**config.mk**
```make
export PLATFORM = sky130hd
export DESIGN_NAME = sat_integrator
export DESIGN_NICKNAME = d
export VERILOG_FILES = /design/src/rtl/sat_integrator.sv
export SDC_FILE = /design/constraint.sdc
export NUM_CORES = 1
export LEC_CHECK = 0
export CELL_PAD_IN_SITES_DETAIL_PLACEMENT = 2
export CELL_PAD_IN_SITES_GLOBAL_PLACEMENT = 2
export CORE_MARGIN = 5
export CORE_UTILIZATION = 32
export DETAILED_ROUTE_END_ITERATION = 8
export PLACE_DENSITY = 0.94
export RECOVER_POWER = 50
export SYNTH_ARGS = -nofsm -noshare
export SYNTH_HDL_FRONTEND = slang
export SYNTH_SLANG_ARGS = --single-unit
```
**constraint.sdc**
```tcl
create_clock -name clk -period 5.9 [get_ports clk]
set_clock_uncertainty 0.15 [all_clocks]
set_input_delay 1.18 -clock clk [delete_from_list [all_inputs] [get_ports clk]]
set_output_delay 1.18 -clock clk [all_outputs]
set_load 0.05 [all_outputs]
```
**src/rtl/sat_integrator.sv**
```systemverilog
// -----------------------------------------------------------------------------
// sat_integrator
//
// Saturating, anti-windup integrator for the controller I-path. It accumulates
// the signed error samples coming from the saturated add/sub block and presents
// a scaled, clamped version of the accumulator two cycles later.
//
//   Stage 1 : acc_q <= clamp(acc_q + in_data, lim_lo, lim_hi)
//             sat flags and ov_sticky are registered alongside the accumulator.
//   Stage 2 : out_data <= clamp(acc_q >>> SHIFT) to the N_OUT signed range.
//             out_valid follows the stage-1 valid one cycle later.
//
// Ports
//   clk        in   1      rising-edge clock
//   rst        in   1      synchronous reset, active high
//   in_valid   in   1      in_data / in_ov qualified this cycle
//   in_data    in   N_IN   signed error sample
//   in_ov      in   1      upstream saturation flag
//   clr        in   1      synchronous accumulator clear
//   hold       in   1      freeze the accumulator
//   lim_hi     in   N_ACC  signed upper accumulator limit
//   lim_lo     in   N_ACC  signed lower accumulator limit
//   out_valid  out  1      out_data qualified
//   out_data   out  N_OUT  signed clamp(acc >>> SHIFT)
//   sat_hi     out  1      accumulator was clamped at lim_hi by the update
//   sat_lo     out  1      accumulator was clamped at lim_lo by the update
//   ov_sticky  out  1      an accepted sample carried in_ov since clr/rst
//   cfg_err    out  1      registered lim_lo > lim_hi
// -----------------------------------------------------------------------------
module sat_integrator #(
   parameter int N_IN  = 16,
   parameter int N_ACC = 24,
   parameter int N_OUT = 16,
   parameter int SHIFT = 8
) (
   input  logic                    clk,
   input  logic                    rst,
   input  logic                    in_valid,
   input  logic signed [N_IN-1:0]  in_data,
   input  logic                    in_ov,
   input  logic                    clr,
   input  logic                    hold,
   input  logic signed [N_ACC-1:0] lim_hi,
   input  logic signed [N_ACC-1:0] lim_lo,
   output logic                    out_valid,
   output logic signed [N_OUT-1:0] out_data,
   output logic                    sat_hi,
   output logic                    sat_lo,
   output logic                    ov_sticky,
   output logic                    cfg_err
);

   // One guard bit is enough for acc + sample since N_IN <= N_ACC.
   localparam int NS = N_ACC + 1;
   // Wide enough that the shifted accumulator can be compared against the
   // output range without any truncation, whatever N_ACC/N_OUT/SHIFT are.
   localparam int NW = N_ACC + N_OUT + 1;

   localparam logic signed [NW-1:0] OUT_MAX_W = {{(NW-N_OUT+1){1'b0}}, {(N_OUT-1){1'b1}}};
   localparam logic signed [NW-1:0] OUT_MIN_W = {{(NW-N_OUT+1){1'b1}}, {(N_OUT-1){1'b0}}};
   localparam logic signed [N_OUT-1:0] OUT_MAX = {1'b0, {(N_OUT-1){1'b1}}};
   localparam logic signed [N_OUT-1:0] OUT_MIN = {1'b1, {(N_OUT-1){1'b0}}};

   // ---------------------------------------------------------------------------
   // Stage 1 state
   // ---------------------------------------------------------------------------
   logic signed [N_ACC-1:0] acc_q,    acc_d;
   logic                    sat_hi_q, sat_hi_d;
   logic                    sat_lo_q, sat_lo_d;
   logic                    ov_q,     ov_d;
   logic                    s1_valid_q;
   logic                    cfg_err_q;

   // ---------------------------------------------------------------------------
   // Stage 2 state
   // ---------------------------------------------------------------------------
   logic                    out_valid_q;
   logic signed [N_OUT-1:0] out_data_q, out_data_d;
   logic                    out_sat_hi_q;
   logic                    out_sat_lo_q;

   // ---------------------------------------------------------------------------
   // Stage 1 datapath: widened sum, then clamp to the limits. Clamping the sum
   // (not the previous accumulator) is what gives anti-windup: the first sample
   // of opposite sign moves the accumulator off the rail immediately.
   // ---------------------------------------------------------------------------
   logic signed [NS-1:0] sum_w;
   logic signed [NS-1:0] hi_w;
   logic signed [NS-1:0] lo_w;
   logic                 cfg_bad;

   assign sum_w   = {acc_q[N_ACC-1], acc_q} + {{(NS-N_IN){in_data[N_IN-1]}}, in_data};
   assign hi_w    = {lim_hi[N_ACC-1], lim_hi};
   assign lo_w    = {lim_lo[N_ACC-1], lim_lo};
   assign cfg_bad = (lim_lo > lim_hi);

   // Priority: clr > cfg error > hold > sample accept (rst handled in the flop).
   always_comb begin
      acc_d    = acc_q;
      sat_hi_d = sat_hi_q;
      sat_lo_d = sat_lo_q;
      ov_d     = ov_q;
      if (clr) begin
         acc_d    = '0;
         sat_hi_d = 1'b0;
         sat_lo_d = 1'b0;
         ov_d     = 1'b0;
      end else if (cfg_bad) begin
         // Inconsistent limits: park the accumulator at zero, drop the sample.
         acc_d    = '0;
         sat_hi_d = 1'b0;
         sat_lo_d = 1'b0;
      end else if (hold) begin
         acc_d    = acc_q;
      end else if (in_valid) begin
         if (sum_w > hi_w) begin
            acc_d    = lim_hi;
            sat_hi_d = 1'b1;
            sat_lo_d = 1'b0;
         end else if (sum_w < lo_w) begin
            acc_d    = lim_lo;
            sat_hi_d = 1'b0;
            sat_lo_d = 1'b1;
         end else begin
            acc_d    = sum_w[N_ACC-1:0];
            sat_hi_d = 1'b0;
            sat_lo_d = 1'b0;
         end
         if (in_ov) begin
            ov_d = 1'b1;
         end
      end
   end

   // ---------------------------------------------------------------------------
   // Stage 2 datapath: arithmetic (floor) shift, then clamp to N_OUT range.
   // ---------------------------------------------------------------------------
   logic signed [NW-1:0] acc_ext;
   logic signed [NW-1:0] acc_sh;

   assign acc_ext = {{(NW-N_ACC){acc_q[N_ACC-1]}}, acc_q};
   assign acc_sh  = acc_ext >>> SHIFT;

   always_comb begin
      out_data_d = acc_sh[N_OUT-1:0];
      if (acc_sh > OUT_MAX_W) begin
         out_data_d = OUT_MAX;
      end else if (acc_sh < OUT_MIN_W) begin
         out_data_d = OUT_MIN;
      end
   end

   // ---------------------------------------------------------------------------
   // Registers
   // ---------------------------------------------------------------------------
   always_ff @(posedge clk) begin
      if (rst) begin
         acc_q        <= '0;
         sat_hi_q     <= 1'b0;
         sat_lo_q     <= 1'b0;
         ov_q         <= 1'b0;
         s1_valid_q   <= 1'b0;
         cfg_err_q    <= 1'b0;
         out_valid_q  <= 1'b0;
         out_data_q   <= '0;
         out_sat_hi_q <= 1'b0;
         out_sat_lo_q <= 1'b0;
      end else begin
         acc_q      <= acc_d;
         sat_hi_q   <= sat_hi_d;
         sat_lo_q   <= sat_lo_d;
         ov_q       <= ov_d;
         // A sample still produces an output slot when clr/cfg/hold swallowed
         // it; the slot then carries whatever the accumulator became.
         s1_valid_q <= in_valid;
         cfg_err_q  <= cfg_bad;

         out_valid_q <= s1_valid_q;
         if (s1_valid_q) begin
            out_data_q   <= out_data_d;
            out_sat_hi_q <= sat_hi_q;
            out_sat_lo_q <= sat_lo_q;
         end
      end
   end

   assign out_valid = out_valid_q;
   assign out_data  = out_data_q;
   assign sat_hi    = out_sat_hi_q;
   assign sat_lo    = out_sat_lo_q;
   assign ov_sticky = ov_q;
   assign cfg_err   = cfg_err_q;

endmodule

```
# Yosys cells after proc, flatten, opt, wreduce, memory -nomap -nowiden
# Index checks and enable logic that the tools add are counted.
# W data, S select, Z words.
[word_totals]
inputBits = 70
wordCells = 29
out_inout_bits = 21
regBits = 48
[op_classes]
mux = 7
order_cmp = 5
bitwise_logic = 2
n_reduce_logical = 4
add_sub_neg = 1
[ops]
columns = ["op", "count"]
rows = [
  ["$mux W24", 2],
  ["$mux W16", 2],
  ["$add A24 B16 Y25", 1],
  ["$gt A25 B24 Y1", 1],
  ["$lt A25 B24 Y1", 1],
  ["$gt A24 B24 Y1", 1],
  ["$gt A16 B16 Y1 const B", 1],
  ["$lt A16 B16 Y1 const B", 1],
  ["$reduce_and A4 Y1", 1],
  ["$mux W1", 3],
  ["$reduce_or A3 Y1", 1],
  ["$not A1 Y1", 2],
  ["$reduce_and A2 Y1", 1],
  ["$reduce_or A2 Y1", 1],
]

# Logic depth before layout (Yosys ltp)
[depth]
depth_word = 4
ltp_mapped = 21
depth_no_buf = 19

# Worst setup path before layout
# OpenSTA, ideal clock, no wires.
[synth_path]
path_kind = "input to register"
from = "in in_data[0]"
to = "reg acc_q[23]"
setup_time_ns = 0.068
setup_slack_ns = 0.389
cell_stages = 19
path_buffers = 2
required_ns = 5.682
t_arrival_ns = 5.294
path_cell_list = "ha_1 fa_1 a21o_1 or3b_2 nand2_1 a211oi_1 nor3b_1 o21ai_0 xnor2_1 ha_1 nand2_1 or4_4 o41ai_2 o211a_4 nor2_2 or2_0 buf_2 buf_6 o21ai_2"
[synth_via]
elab_chain_len = 4
elab_cells_between_ends = 5
cone_classes = "add/sub (1); order compare (2); mux (2)"
[synth_lines]
columns = ["element", "line", "text"]
rows = [
  ["from (decl)", "39", "input logic signed [N_IN-1:0] in_data,"],
  ["$add A24 B16 Y25 (*)", "92", "assign sum_w = {acc_q[N_ACC-1], acc_q} + {{(NS-N_IN){in_data[N_IN-1]}}, in_data};"],
  ["$lt A25 B24 Y1", "120", "end else if (sum_w < lo_w) begin"],
  ["$mux W24", "120", ""],
  ["$mux W24 (*)", "116", "if (sum_w > hi_w) begin"],
  ["to (signal assigned)", "158", "acc_q <= '0;"],
  ["to (signal assigned)", "169", "acc_q <= acc_d;"],
  ["to (decl)", "67", "logic signed [N_ACC-1:0] acc_q, acc_d;"],
]
# Mark *: on every way between the ends. The rest lies on a longest branch, timed or not.
# A chain may end at the register's enable or synchronous reset.

# Worst setup path after layout
[layout_path]
from = "in in_data[7]"
to = "reg acc_q[10]"
# Same word-level chain as after synthesis.

==> results <==
## report_power, final
part	switching, mW	internal [mW]	total [mW]
Clock	0.156	0.159	0.315
Sequential	0.00644	0.331	0.337
Combinational	0.334	0.255	0.588
## placed cells by master, fill, tap and decap left out, types with 4 or more instances in the layout
cell type and instances:
and3_1 5, a21oi_2 4, mux2i_1 31, xnor2_1 12, a31oi_1 4, nand3_1 9, o21a_1 4, or2_2 4
inv_1 54, mux2_2 6, ha_1 93, a21o_1 21, o21ai_1 11, a21oi_1 50, clkbuf_16 5, o21ai_2 15
dlygate4sd3_1 15, nor2b_1 9, a22oi_1 23, nor2_1 47, nand2_1 34, o211ai_1 4, clkdlybuf4s50_1 73, buf_4 82
o21ai_0 26, buf_6 5, nand4_1 10, dfxtp_1 48, xor2_1 7
## per-layer routing
| layer | global-route usage (%) | part of all wire [%] |
|---|---|---|
| met1 | 26.6 | 36 |
| met2 | 51.1 | 51 |
| met3 | 5.44 | 4.9 |
| met4 | 18.6 | 7.5 |
| met5 | 0 | 0 |
## cells by family (layout without fill, tap and decap cells)
| family | count (synthesis) | count (layout) | synth area share (%) |
|---|---|---|---|
| AOI/OAI and AO/OA | 201 | 201 | 26.2 |
| xor gates and xnor gates | 21 | 21 | 3.62 |
| buffers and inverters | 68 | 242 | 5.41 |
| adders and majority gates | 98 | 98 | 24.3 |
| muxes | 38 | 38 | 7.63 |
| and+or+nand+nor | 144 | 144 | 14.0 |
| DFF | 48 | 48 | 18.9 |
## cell type report
| cell class | instances | area (µm²) |
|---|---|---|
| fillers | 1731 | 8430 |
| multi-input cells | 502 | 4080 |
| repair buffers | 180 | 1620 |
| flip-flops and latches | 48 | 961 |
| well taps | 216 | 270 |
| inverters | 54 | 203 |
| clock buffers | 5 | 125 |
| clock inverters | 3 | 23.8 |
## worst reg2reg max path, stage by stage (launching register included)
cell	delay, ns
dfxtp_1	0.38
ha_1	0.32
and3_1	0.37
nand3_1	0.14
o21ai_1	0.36
a211oi_4	0.10
nor3b_2	0.32
o21ai_1	0.14
buf_4	0.16
o211ai_1	0.17
o21ai_1	0.15
ha_1	0.37
nand4_1	0.14
nor3_1	0.26
buf_4	0.16
nand2_1	0.10
a31oi_4	0.20
or3_4	0.18
buf_6	0.16
buf_4	0.21
mux2i_1	0.27
o21ai_1	0.12
## final timing paths
kind                                        startpoint                      to  slack (ns)
worst min-delay path            ov_sticky$_SDFFE_PP0P_  ov_sticky$_SDFFE_PP0P_        0.34
worst max register to register  acc_q[13]$_SDFFE_PP0P_  acc_q[10]$_SDFFE_PP0P_        0.86
worst max-delay path                        in_data[7]  acc_q[10]$_SDFFE_PP0P_       -0.12
worst min register to register  ov_sticky$_SDFFE_PP0P_  ov_sticky$_SDFFE_PP0P_        0.34
## timing repair
| action | 4_1_cts | 5_1_grt |
|---|---|---|
| cloned | 0 | 1 |
| endpoints found under the hold margin | 0 | 0 |
| pin swaps | 9 | 22 |
| setup buffers | 2 | 7 |
| gates resized for setup | 22 | 45 |
| endpoints found under the setup margin | 26 | 25 |
## per-stage QoR
stage	setup TNS (ns)	power (mW)	std cells
final	-0.976	1.24	1008
after global routing	-3.21	1.28	1008
after CTS	0	1.18	1000
after detailed placement	-14.35	0.853	990
after global placement	-6.62	0.803	990
after floorplan	0	0.607	618
==> flow_summary.json <==
{
  "ir_worst_vdd_mv": 0.119,
  "synth_cell_type_count": 64,
  "grt_pass1_wl_mm": 38.2,
  "cts_tree": "built",
  "cpMostUsedCell": "o21ai_1",
  "nets": 959,
  "gp_congestion": 0.964,
  "core_area_um2": 15700,
  "grt_pass1_vias": 6912,
  "period_share_pct": 102,
  "synth_seq_area_share_pct": 18.9,
  "end_kind": "register",
  "crit_chain": "clkdlybuf4s50_1 -> ha_1 -> a21o_1 -> a21oi_1 -> o21ai_1 -> a211oi_4 -> buf_6 -> o21ai_1 -> xor2_1 -> ha_1 -> nand4_1 -> or4_4 -> o41ai_4 -> buf_4 -> o211a_4 -> nor2_2 -> or2_4 -> buf_6 -> o21ai_1",
  "drc": 0,
  "syn_inst": 618,
  "netlist_area_um2": 5090,
  "detail_route.iter0.violations": 345,
  "hold_depth": 2,
  "tightest_slew_ns": 1.38,
  "power_density_nw_per_um2": 170,
  "root_buffer": "clkbuf_16",
  "ant_nets": 0,
  "firstDrtPassIters": 5,
  "synth_ff_type": "dfxtp_1",
  "max_slew_margin_pct": 7.83,
  "dp_slack_ns": -0.657,
  "area_growth_pct": 43.2,
  "antenna_cells": 0,
  "grt_overflow": 0,
  "worstPathArrival_ns": 6.09,
  "cp.depth": 19,
  "syn-num-nets": 786,
  "reg.largest.list": "acc_q x24, out_data x16",
  "grtUsageTotal_pct": 27.2,
  "fin_ws_ns": -0.115,
  "fin_crit_ns": 6.02,
  "min_path_type": "reg -> reg",
  "crit_buf_inv": 4,
  "timing.hold.ws_ns": 0.342,
  "finalHoldViolations": 0,
  "ys_warn_count": 0,
  "clock_sinks": 48,
  "largest_reg_flops": 24,
  "grt_max_degree": 24,
  "cts_inserted_buffers": 5,
  "cts.path.max_buffers": 2,
  "num_vias": 6083,
  "finalMaxSlewViolations": 0,
  "synth_top_area_share_pct": 23.9,
  "critical_path_class": "in -> reg",
  "reg2reg_depth": 21,
  "placed_cell_area_um2": 6810,
  "design.die.area_um2": 18500,
  "portBuffers": 90,
  "crit_required_ns": 5.98,
  "yosys_register_bits": 48,
  "power.leakage_nw": 3.46,
  "design_area_um2": 7280,
  "dpl.hpwl_mm": 20.6,
  "cpLargestDelayFamily": "compound AO/OA/AOI/OAI gates",
  "rows": 46,
  "wl_per_cell_um": 28.9,
  "top_register": "acc_q",
  "cts_hold_buf": 0,
  "worst_setup_path_start_kind": "input port",
  "antenna_found_initial": 0,
  "setup_viol": 21,
  "max_stage_delay_ns": 0.55,
  "slowest_stage": "or4_4",
  "h-tree-depth": 2,
  "die_h_um": 136,
  "start_util_pct": 32.4,
  "yosysMostFrequentCell": "ha_1",
  "clk_latency_ns": 0.31,
  "clk_pin_slew_ns": 0.08,
  "synth_edf_count": 0,
  "outcome": "finished, violations left",
  "vias_per_cell": 6.03,
  "async_flop_share_pct": 0,
  "failed_checks": "negative setup slack",
  "drv_cap": 0,
  "synth_commonest_cells": "ha_1 (97), a21oi_1 (55), inv_1 (54)",
  "netlist_top_cells_area": "ha_1 (24%), dfxtp_1 (19%), mux2i_1 (6.3%)",
  "drive_above_1_share_pct": 20.5,
  "pin_count": 91,
  "die_w_um": 136,
  "fmax_mhz": 166,
  "finish.utilization_pct": 46.3,
  "cp_max_fo": 6,
  "yosys.area.top_type": "ha_1",
  "avgSynthCellArea_um2": 8.23,
  "drt_wl_total_mm": 29.2
}
(Power assumes the default switching activity.)
